`src/rtl/gb_uart_pkg.sv`:
```
`default_nettype none
// +----------------------------------------------------------------------------+
// | gb_uart_pkg : 8N1 frame constants and baud divisor helper for board UARTs   |
// | Revision    : 1.0                                                          |
// +----------------------------------------------------------------------------+
package gb_uart_pkg;
  localparam int   DATA_BITS  = 8;
  localparam int   STOP_BITS  = 1;
  localparam logic IDLE_LEVEL = 1'b1;
  localparam int   FRAME_BITS = 1 + DATA_BITS + STOP_BITS;

  function automatic int baud_div(input int f_clk, input int baud);
    return f_clk / baud;
  endfunction
endpackage
`default_nettype wire

```
`src/rtl/prog_dumper_pkg.sv`:
```
`default_nettype none
// +----------------------------------------------------------------------------+
// | prog_dumper_pkg : bus width and FSM state encoding of the memory dumper    |
// | Revision        : 1.0                                                      |
// +----------------------------------------------------------------------------+
package prog_dumper_pkg;
  localparam int ADR_W = 21;

  typedef enum logic [1:0] {
    ST_IDLE     = 2'd0,
    ST_READ     = 2'd1,
    ST_WAIT_CTS = 2'd2,
    ST_SEND     = 2'd3
  } state_e;
endpackage
`default_nettype wire

```
`src/rtl/prog_dumper_if.sv`:
```
`default_nettype none
// +----------------------------------------------------------------------------+
// | prog_dumper_if : host control, memory read bus and UART pins of the dumper |
// | Revision       : 1.0                                                       |
// +----------------------------------------------------------------------------+
interface prog_dumper_if;
  import prog_dumper_pkg::*;

  logic             start;
  logic [ADR_W-1:0] start_adr;
  logic [ADR_W-1:0] length;
  logic [ADR_W-1:0] adr;
  logic             read;
  logic [7:0]       din;
  logic             cts;
  logic             tx;
  logic             busy;
  logic             done;

  modport master (
    input  start, start_adr, length, din, cts,
    output adr, read, tx, busy, done
  );

  modport slave (
    output start, start_adr, length, din, cts,
    input  adr, read, tx, busy, done
  );
endinterface
`default_nettype wire

```
`src/rtl/uart_tx_byte.sv`:
```
`default_nettype none
// +----------------------------------------------------------------------------+
// | uart_tx_byte : single-byte 8N1 transmitter, LSB first, CLK_DIV clocks/bit  |
// | Revision     : 1.0                                                         |
// +----------------------------------------------------------------------------+
module uart_tx_byte
  import gb_uart_pkg::*;
#(
  parameter int CLK_DIV = 104
) (
  input  logic                 clk,
  input  logic                 reset,
  input  logic                 valid,
  input  logic [DATA_BITS-1:0] data,
  output logic                 ready,
  output logic                 tx
);
  localparam int DIV_W = $clog2(CLK_DIV);
  localparam int BIT_W = $clog2(FRAME_BITS);
  localparam logic [DIV_W-1:0] DIV_LAST = DIV_W'(CLK_DIV - 1);
  localparam logic [BIT_W-1:0] BIT_LAST = BIT_W'(FRAME_BITS - 1);

  logic                           active_q;
  logic [DIV_W-1:0]               div_q;
  logic [BIT_W-1:0]               bit_q;
  logic [DATA_BITS+STOP_BITS-1:0] shift_q;
  logic                           tx_q;
  logic                           w_tick;
  logic                           w_last;

  assign w_tick = active_q && (div_q == DIV_LAST);
  assign w_last = w_tick && (bit_q == BIT_LAST);
  // ready covers the final stop-bit cycle so a back-to-back byte can load on that edge
  assign ready  = !active_q || w_last;
  assign tx     = tx_q;

  always_ff @(posedge clk or posedge reset) begin
    if (reset) begin
      active_q <= 1'b0;
      div_q    <= '0;
      bit_q    <= '0;
      shift_q  <= '1;
      tx_q     <= IDLE_LEVEL;
    end else if (valid && ready) begin
      active_q <= 1'b1;
      div_q    <= '0;
      bit_q    <= '0;
      shift_q  <= {{STOP_BITS{IDLE_LEVEL}}, data};
      tx_q     <= ~IDLE_LEVEL;
    end else if (w_last) begin
      active_q <= 1'b0;
      div_q    <= '0;
    end else if (w_tick) begin
      div_q    <= '0;
      bit_q    <= bit_q + 1'b1;
      tx_q     <= shift_q[0];
      shift_q  <= {IDLE_LEVEL, shift_q[DATA_BITS+STOP_BITS-1:1]};
    end else if (active_q) begin
      div_q    <= div_q + 1'b1;
    end
  end
endmodule
`default_nettype wire

```
`src/rtl/prog_dumper.sv`:
```
`default_nettype none
// +----------------------------------------------------------------------------+
// | prog_dumper : reads a memory range byte by byte and streams it out on UART |
// | Revision    : 1.0                                                          |
// +----------------------------------------------------------------------------+
module prog_dumper
  import prog_dumper_pkg::*;
#(
  parameter int CLK_DIV   = 104,
  parameter int READ_WAIT = 2
) (
  input  logic          clk,
  input  logic          reset,
  prog_dumper_if.master bus
);
  localparam int WAIT_W = (READ_WAIT > 1) ? $clog2(READ_WAIT) : 1;
  localparam logic [WAIT_W-1:0] WAIT_LAST = WAIT_W'(READ_WAIT - 1);

  state_e           state_q, state_d;
  logic [ADR_W-1:0] adr_q, adr_d;
  logic [ADR_W-1:0] rem_q, rem_d;
  logic [ADR_W-1:0] w_rem_dec;
  logic [WAIT_W-1:0] wait_q, wait_d;
  logic [7:0]       byte_q, byte_d;
  logic             read_q, read_d;
  logic             busy_q, busy_d;
  logic             done_q, done_d;
  logic             cts_meta_q, cts_s_q;
  logic             w_tx_valid;
  logic             w_tx_ready;
  logic             w_tx;

  always_ff @(posedge clk or posedge reset) begin
    if (reset) begin
      cts_meta_q <= 1'b0;
      cts_s_q    <= 1'b0;
    end else begin
      cts_meta_q <= bus.cts;
      cts_s_q    <= cts_meta_q;
    end
  end

  always_ff @(posedge clk or posedge reset) begin
    if (reset) begin
      state_q <= ST_IDLE;
      adr_q   <= '0;
      rem_q   <= '0;
      wait_q  <= '0;
      byte_q  <= '0;
      read_q  <= 1'b0;
      busy_q  <= 1'b0;
      done_q  <= 1'b0;
    end else begin
      state_q <= state_d;
      adr_q   <= adr_d;
      rem_q   <= rem_d;
      wait_q  <= wait_d;
      byte_q  <= byte_d;
      read_q  <= read_d;
      busy_q  <= busy_d;
      done_q  <= done_d;
    end
  end

  always_comb begin
    state_d    = state_q;
    adr_d      = adr_q;
    rem_d      = rem_q;
    wait_d     = wait_q;
    byte_d     = byte_q;
    read_d     = read_q;
    busy_d     = busy_q;
    done_d     = 1'b0;
    w_tx_valid = 1'b0;
    w_rem_dec  = rem_q - 1'b1;
    case (state_q)
      ST_IDLE: begin
        if (bus.start) begin
          if (bus.length != '0) begin
            adr_d   = bus.start_adr;
            rem_d   = bus.length;
            wait_d  = '0;
            read_d  = 1'b1;
            busy_d  = 1'b1;
            state_d = ST_READ;
          end else begin
            done_d  = 1'b1;
          end
        end
      end
      ST_READ: begin
        if (wait_q == WAIT_LAST) begin
          byte_d  = bus.din;
          read_d  = 1'b0;
          state_d = ST_WAIT_CTS;
        end else begin
          wait_d  = wait_q + 1'b1;
        end
      end
      ST_WAIT_CTS: begin
        if (cts_s_q) begin
          w_tx_valid = 1'b1;
          state_d    = ST_SEND;
        end
      end
      ST_SEND: begin
        // The stop-bit edge does the next-byte bookkeeping itself, keeping the gap at READ_WAIT+1
        if (w_tx_ready) begin
          rem_d = w_rem_dec;
          if (w_rem_dec != '0) begin
            adr_d   = adr_q + 1'b1;
            wait_d  = '0;
            read_d  = 1'b1;
            state_d = ST_READ;
          end else begin
            busy_d  = 1'b0;
            done_d  = 1'b1;
            state_d = ST_IDLE;
          end
        end
      end
      default: state_d = ST_IDLE;
    endcase
  end

  uart_tx_byte #(
    .CLK_DIV (CLK_DIV)
  ) u_tx (
    .clk   (clk),
    .reset (reset),
    .valid (w_tx_valid),
    .data  (byte_q),
    .ready (w_tx_ready),
    .tx    (w_tx)
  );

  assign bus.adr  = adr_q;
  assign bus.read = read_q;
  assign bus.busy = busy_q;
  assign bus.done = done_q;
  assign bus.tx   = w_tx;
endmodule
`default_nettype wire
```
`src/flat_wrapper.sv`:
```
// flat-port wrapper written by rule: the top's interface ports become plain ports
module prog_dumper_flat import prog_dumper_pkg::*;
#(
  parameter int CLK_DIV   = 104,
  parameter int READ_WAIT = 2
)
  (clk, reset, bus_start, bus_start_adr, bus_length, bus_din, bus_cts, bus_adr, bus_read, bus_tx, bus_busy, bus_done);
  prog_dumper_if bus_i ();
  input  logic clk;
  input  logic reset;
  input wire logic [$bits(bus_i.start)-1:0] bus_start;
  input wire logic [$bits(bus_i.start_adr)-1:0] bus_start_adr;
  input wire logic [$bits(bus_i.length)-1:0] bus_length;
  input wire logic [$bits(bus_i.din)-1:0] bus_din;
  input wire logic [$bits(bus_i.cts)-1:0] bus_cts;
  output wire logic [$bits(bus_i.adr)-1:0] bus_adr;
  output wire logic [$bits(bus_i.read)-1:0] bus_read;
  output wire logic [$bits(bus_i.tx)-1:0] bus_tx;
  output wire logic [$bits(bus_i.busy)-1:0] bus_busy;
  output wire logic [$bits(bus_i.done)-1:0] bus_done;
  assign bus_i.start = bus_start;
  assign bus_i.start_adr = bus_start_adr;
  assign bus_i.length = bus_length;
  assign bus_i.din = bus_din;
  assign bus_i.cts = bus_cts;
  assign bus_adr = bus_i.adr;
  assign bus_read = bus_i.read;
  assign bus_tx = bus_i.tx;
  assign bus_busy = bus_i.busy;
  assign bus_done = bus_i.done;
  prog_dumper #(.CLK_DIV(CLK_DIV), .READ_WAIT(READ_WAIT)) u_core (.clk(clk), .reset(reset), .bus(bus_i));
endmodule
```
`config.mk`:
```
export PLATFORM = sky130hd
export DESIGN_NAME = prog_dumper_flat
export DESIGN_NICKNAME = d
export VERILOG_FILES = /design/src/rtl/gb_uart_pkg.sv /design/src/rtl/prog_dumper_pkg.sv /design/src/rtl/prog_dumper_if.sv /design/src/rtl/uart_tx_byte.sv /design/src/rtl/prog_dumper.sv /design/src/flat_wrapper.sv
export SDC_FILE = /design/constraint.sdc
export NUM_CORES = 1
export LEC_CHECK = 0
export CELL_PAD_IN_SITES_DETAIL_PLACEMENT = 0
export CELL_PAD_IN_SITES_GLOBAL_PLACEMENT = 2
export CORE_ASPECT_RATIO = 1.25
export CORE_MARGIN = 4
export CORE_UTILIZATION = 30
export CTS_CLUSTER_SIZE = 30
export DETAILED_ROUTE_END_ITERATION = 12
export PLACE_DENSITY_LB_ADDON = 0.1
export REMOVE_ABC_BUFFERS = 1
export SYNTH_ARGS = -nofsm -noshare
export SYNTH_HDL_FRONTEND = slang
export SYNTH_SLANG_ARGS = --single-unit
```
`constraint.sdc`:
```
create_clock -name clk -period 2.95 [get_ports clk]
set_clock_uncertainty 0.05 [all_clocks]
set_input_delay 0.59 -clock clk [delete_from_list [all_inputs] [get_ports clk]]
set_output_delay 0.59 -clock clk [all_outputs]
set_load 0.01 [all_outputs]
```
==> results of run 1 <==
sequential cells by signal, summed over array words and instances, names as in the netlist:
register	cells
u_core.rem_q	21
u_core.bus.adr	21
u_core.bus.busy	1
u_core.u_tx.bit_q	4
u_core.state_q	2
u_core.cts_meta_q	1
u_core.bus.read	1
u_core.u_tx.tx	1
u_core.wait_q	1
u_core.byte_q	8
u_core.u_tx.active_q	1
u_core.u_tx.div_q	7
u_core.cts_s_q	1
u_core.bus.done	1
u_core.u_tx.shift_q	8
cell type report:
type	instances	share of cell area
multi-input combinational	416	0.399
sequential	79	0.287
timing repair buffer	168	0.220
tap	212	0.0383
clock buffer	10	0.0345
clock inverter	6	0.0134
inverter	15	0.00830
cell families after synthesis:
kind of cell | count (synthesis)
buffers and inverters | 50
AND/OR/NAND/NOR | 218
XOR/XNOR | 11
AO/OA/AOI/OAI | 149
flip-flops | 79
adder cells (fa/ha/maj) | 12
multiplexers | 26
what timing repair did:
| action | 4_1_cts | 5_1_grt |
|---|---|---|
| gates resized for setup | 5 | 24 |
| hold buffers | 0 | 0 |
| setup endpoints to repair | 6 | 37 |
| buffers inserted | 0 | 5 |
| pin swaps | 0 | 6 |
| cloned | 0 | 1 |
metal layers:
metal,GRT usage,vias to the layer above
met5,0,-
met4,0.0488,0
met3,0.0216,14
met2,0.294,90
met1,0.225,2294
li1,-,2321
through the flow:
stage / utilization / area (um2) / TNS (ns) / worst slack, ns
after CTS: 0.432 / 6780 / 0 / 0.0132
after floorplan: - / 4680 / -37.75 / -1.13
final: 0.442 / 6930 / 0 / 0.0723
after global placement: 0.409 / 6420 / -3.21 / -0.189
after global routing: 0.442 / 6930 / -0.230 / -0.0677
after detailed placement: 0.409 / 6420 / -2.09 / -0.172
worst max path at each step:
stage                                    end  slack [ns]              start
final                          u_core.wait_q        0.07    u_core.rem_q[1]
after global routing           u_core.wait_q       -0.07    u_core.rem_q[0]
after CTS                      u_core.wait_q        0.01    u_core.rem_q[0]
after detailed placement  u_core.bus.adr[16]       -0.17      bus_length[1]
after global placement    u_core.bus.adr[16]       -0.19      bus_length[1]
after floorplan           u_core.bus.adr[15]       -1.13  u_core.state_q[1]
synth_stat cells, drive strengths merged, types with 10 or more instances:
cell type  count  area [um2]
o22ai         23         144
nand4         10        62.6
and3          12        75.1
a21oi         38         190
nand2         55         209
nor4          14         121
nand3         31         155
mux2i         14         140
mux2          12         135
ha            12         150
inv           15        56.3
nor2          35         131
clkbuf        26        98.8
o21ai         35         175
dfrtp         70        1750
nor3          20         105
power groups by stage:
stage	Sequential, mW	Clock, mW	Combinational [mW]
floorplan	2.12	0	1.75
global placement	2.10	0	3.49
detailed placement	2.12	0	3.54
CTS	2.11	1.30	3.58
global route	2.19	1.34	4.05
finish	2.11	1.26	3.66
==> results by group, run 1 <==
Yosys
  • Synth cell types: 71
  • Largest family of logic cells by synthesized area: simple AND/OR/NAND/NOR gates
  • Cells after Synth: 545
  • Ys async rst share: 1.00
  • Compound-Gate Fraction of Synth Area: 0.198
  • Synthesized area: roughly 4800 um2
  • Post-synth EDFFs: 0
  • Seq cells post-synth: 79
  • Syn_area_per_cell: 8.88 um2
  • Synth Area in Adders: 0.0310
  • Synth warn: 0
  • Part of the Yosys area used for sequential elements: 0.411
  • Main synth FF type: dfrtp_1
  • Mux cell area share after synthesis: 0.0569
  • Post-synthesis simple-gate area fraction: 0.239
  • Post-Synth XOR/XNOR Area: 0.0199

Min path
  • Min-Delay Path Class: flop to flop
  • Hold Path Cell Cnt: 0
  • HP Start: u_core.cts_meta_q
  • Hold worst-path end: u_core.cts_s_q

Global routing
  • Initial antenna violation count: 0
  • Global route total overflow: 0
  • GRT Util Overall: 0.171
  • First-pass GRT wire length: 25,000 um
  • Largest net degree at the start of global routing: 80
  • Vias in the first global route: 4,910

Pwr
  • Maximum vdd drop: 0.000366 V
  • LEAKAGE: 2.80 nW
  • Power Dens Cells: 1020 nW/um2
  • Switching share of power: 0.404
  • Combinational share of power: 0.520
  • Total Power: 7.04 mW
  • NetSw: 2.84 mW
  • Reg power frac: 0.300
  • Internal cell power: 4.19 mW
  • Clock Power Share: 0.179

Clocking
  • Clk slew on worst S/H paths: 0.06 ns
  • CTS root buf: clkbuf_16
  • Clock Sinks: 79
  • Clk Latency, worst-skew pair: 0.34 ns
  • Num CTS Buffers: 9
  • CTS tree: done
  • H-tree depth: 3
  • Clk buf depth: 2

Drt
  • Residual DRC: 0
  • WL/cell: 16.9 um
  • Vias: 4,719
  • DR top layer: met4
  • Routed vias/inst: 5.21
  • TritonRoute pass-1 iters: 4
  • First DRT Iteration DRCs: 275
  • Met3 wire length: approximately 540 um
  • Final WL: 15,300 um
  • DR WL met2: 7610 um
  • Final ANT Viol Nets: 0
  • Wl on met1: 6950 um

Worst setup path
  • Depth of the most critical reg-to-reg path: 10
  • Buf+Inv Stages, Crit Path: 3
  • CP Launch Type: flop
  • CP max-delay cell: or4_4
  • WP data required: 3.12 ns
  • Top cell by count, worst path: buf_4
  • Worst reg2reg endpoint: u_core.wait_q
  • Reg2reg setup slack: 0.07 ns
  • Crit end category: flop
  • CP Class: flop to flop
  • Slowest stage delay, CP: 0.51 ns
  • Reg2reg start: u_core.rem_q[1]
  • Worst path depth: 10
  • Worst-path maximum fanout: 5
  • Critical path, cell by cell: buf_4 -> nor4_4 -> nand2_2 -> o311a_1 -> or4_4 -> buf_4 -> nor3_4 -> buf_6 -> a21boi_2 -> mux2_1
  • Largest delay share family, worst path: simple AND/OR/NAND/NOR gates
  • Critical path arrival: a little over 3 ns

Floorplan
  • Initial Util: 0.308
  • FP Rows: 51
  • Die width: around 120 um
  • Die area: 18,200 um2
  • I/O pin count: 79
  • Core footprint: 15,700 um2
  • Die height: 150 um

STA
  • Final setup vio count: 0
  • Hold Slack: between 0.3 and 0.4 ns
  • Final Hold Viols: 0
  • RSZ-0062 raised after global routing: yes
  • Tcrit/Tclk final: 0.976
  • Worst Tran Pin Value: between 0.5 and 0.6 ns
  • Slew margin rel.: 0.617
  • Minimum clock period: 2.88 ns
  • Max Fclk: 0.347 GHz
  • Slew Limit Fails: 0

Layout
  • FF+latch area: 1990 um2
  • Leading cell type in the layout, fill and taps excluded: buf_4
  • Fraction of layout cells with a size suffix above 1: 0.233
  • Most frequent cells in the layout: 82 x buf_4, 78 x clkdlybuf4s50_1, 69 x dfrtp_1
  • Final-layout fill cell count: 1,588
  • Area Growth Syn to Fin: 43.3%
  • Diode count: 0
  • Final #Nets: 755
  • Finished Layout Cells: 906
  • Multi-input logic area: 2760 um2

Placement
  • DPL Wire Length: 10,900 um
  • Routability cong.: 0.797
  • Cells after DPL: about 900
  • Buffers on Ports: 78

Run status
  • Run status: finished clean

Run
  • Max-Cap Viols: 0
Note: power is estimated with default switching activity, not from simulation.
==> run 2: changes to the inputs <==
--- a/config.mk
+++ b/config.mk
@@ -12,6 +12,7 @@
 export CORE_UTILIZATION = 30
 export CTS_CLUSTER_SIZE = 30
 export DETAILED_ROUTE_END_ITERATION = 12
+export MAX_ROUTING_LAYER = met4
 export PLACE_DENSITY_LB_ADDON = 0.1
 export REMOVE_ABC_BUFFERS = 1
 export SYNTH_ARGS = -nofsm -noshare
==> run 2 against run 1 <==
Effect of this change:
- flip-flop and latch count did not move
- non-clock buffer count did not move
- highest routed layer unchanged
- critical path depth did not move
- register-to-register slack barely moved
==> results by group, run 2 (synthesized netlist as in run 1, its figures left out) <==
Run status
  • Run status: finished clean

STA
  • Final worst slack: 0.0739 ns
  • Final Hold Viols: 0
  • Hold Slack: 0.303 ns
  • Slew margin rel.: 0.616
  • Worst Tran Pin Value: 0.572 ns
  • Tcrit/Tclk final: 0.975
  • Minimum clock period: 2.88 ns
  • Final setup vio count: 0
  • RSZ-0062 raised after global routing: yes
  • Final setup TNS: 0 ns
  • Slew Limit Fails: 0
  • Max Fclk: between 0.3 and 0.4 GHz

Global routing
  • GRT Util Overall: 0.176
  • First-pass GRT wire length: 25,000 um
  • Largest net degree at the start of global routing: 80
  • Vias in the first global route: around 4,900
  • Global route total overflow: 0
  • Initial antenna violation count: 0

Run
  • Max-Cap Viols: 0

Drt
  • Routed vias/inst: between 5 and 6
  • TritonRoute pass-1 iters: 4
  • Wl on met1: between 7000 and 8000 um
  • Residual DRC: 0
  • DR top layer: met4
  • DR WL met2: 7650 um
  • Vias: 4,729
  • Final WL: 15,300 um
  • Final ANT Viol Nets: 0
  • WL/cell: 16.9 um
  • Met3 wire length: between 400 and 500 um
  • First DRT Iteration DRCs: 275

Worst setup path
  • CP Launch Type: flop
  • Reg2reg setup slack: 0.07 ns
  • Crit end category: flop
  • CP Class: flop to flop
  • WP data required: 3.12 ns
  • Worst-path maximum fanout: 5
  • Reg2reg start: u_core.rem_q[1]
  • Worst reg2reg endpoint: u_core.wait_q
  • Critical path arrival: 3.05 ns
  • Depth of the most critical reg-to-reg path: 10

Floorplan
  • Core footprint: about 16,000 um2
  • FP Rows: 51
  • Die height: 150 um
  • Initial Util: 0.308
  • I/O pin count: 79
  • Die width: 122 um
  • Die area: 18,200 um2

Clocking
  • Hold Buf Count CTS: 0
  • Clk buf depth: 2
  • CTS root buf: clkbuf_16
  • CTS tree: done
  • Clk Latency, worst-skew pair: 0.34 ns
  • Num CTS Buffers: 9
  • H-tree depth: 3
  • Clock Sinks: 79
  • Clk slew on worst S/H paths: 0.07 ns

Min path
  • Hold worst-path end: u_core.cts_s_q
  • Hold Path Cell Cnt: 0
  • Min-Delay Path Class: flop to flop
  • HP Start: u_core.cts_meta_q

Pwr
  • LEAKAGE: 2.80 nW
  • Maximum vdd drop: between 0.0003 and 0.0004 V
  • Power Dens Cells: just over 1000 nW/um2
  • Total Power: 7.04 mW

Layout
  • Diode count: 0
  • Fraction of layout cells with a size suffix above 1: 0.233
  • Leading cell type in the layout, fill and taps excluded: buf_4
  • Non-Filler Cell Area, Final: 6930 um2
  • Final #Nets: 755
  • Area Growth Syn to Fin: 43.3%
  • Most frequent cells in the layout: 82 x buf_4, 78 x clkdlybuf4s50_1, 69 x dfrtp_1

Placement
  • Post-place setup slack: -0.172 ns
  • Post-Place Cell Area: 6420 um2
  • Buffers on Ports: slightly below 80
  • Routability cong.: 0.809
  • DPL Wire Length: approximately 11,000 um
run 2: cell counts in the layout (fill, tap and decap cells not counted):
No cell type changed its count.
run 2: critical path, cell delays in order, from the launching register on:
cell and delay, ns:
dfrtp_1 0.43, buf_4 0.16, nor4_4 0.32, nand2_2 0.09, o311a_1 0.32, or4_4 0.51, buf_4 0.16, nor3_4 0.19
buf_6 0.14, a21boi_2 0.06, mux2_1 0.33
run 2: per-stage QoR:
stage          cells  utilization
2_1_floorplan    510            -
3_3_place_gp     884        0.409
3_5_place_dp     884        0.409
4_1_cts          900        0.432
5_1_grt          906        0.442
6_report         906        0.442
run 2: how the worst max path moves through the flow:
stage	cells past startpoint	start	end	slack (ns)
6_report	10	u_core.rem_q[1]	u_core.wait_q	0.07
5_1_grt	10	u_core.rem_q[0]	u_core.wait_q	-0.07
4_1_cts	11	u_core.rem_q[0]	u_core.wait_q	0.01
3_5_place_dp	10	bus_length[1]	u_core.bus.adr[16]	-0.17
3_3_place_gp	10	bus_length[1]	u_core.bus.adr[16]	-0.19
2_1_floorplan	7	u_core.state_q[1]	u_core.bus.adr[15]	-1.13
run 2: cell type report:
class | instances | area, um2
clock buffer | 10 | 239
clock inverter | 6 | 92.6
fill | 1588 | 8770
inverter | 15 | 57.6
multi-input combinational | 416 | 2760
sequential | 79 | 1990
tap | 212 | 265
timing repair buffer | 168 | 1520
run 2: what timing repair did:
action,4_1_cts,5_1_grt
gates resized for setup,5,24
buffers inserted,0,5
endpoints found under the setup margin,6,37
endpoints found under the hold margin,0,0
pin swaps,0,6
cloned,0,1
run 2: power by group:
group / leakage, nW / internal [mW] / switching [mW]
Sequential: 0.909 / 1.60 / 0.509
Combinational: 1.74 / 1.82 / 1.85
Clock: 0.155 / 0.770 / 0.492
Total: 2.80 / 4.19 / 2.85
run 2: routing by layer:
metal	global-route usage	vias up
li1	-	2320
met1	0.227	2320
met2	0.293	75
met3	0.0181	14
met4	0.0488	0
met5	-	-
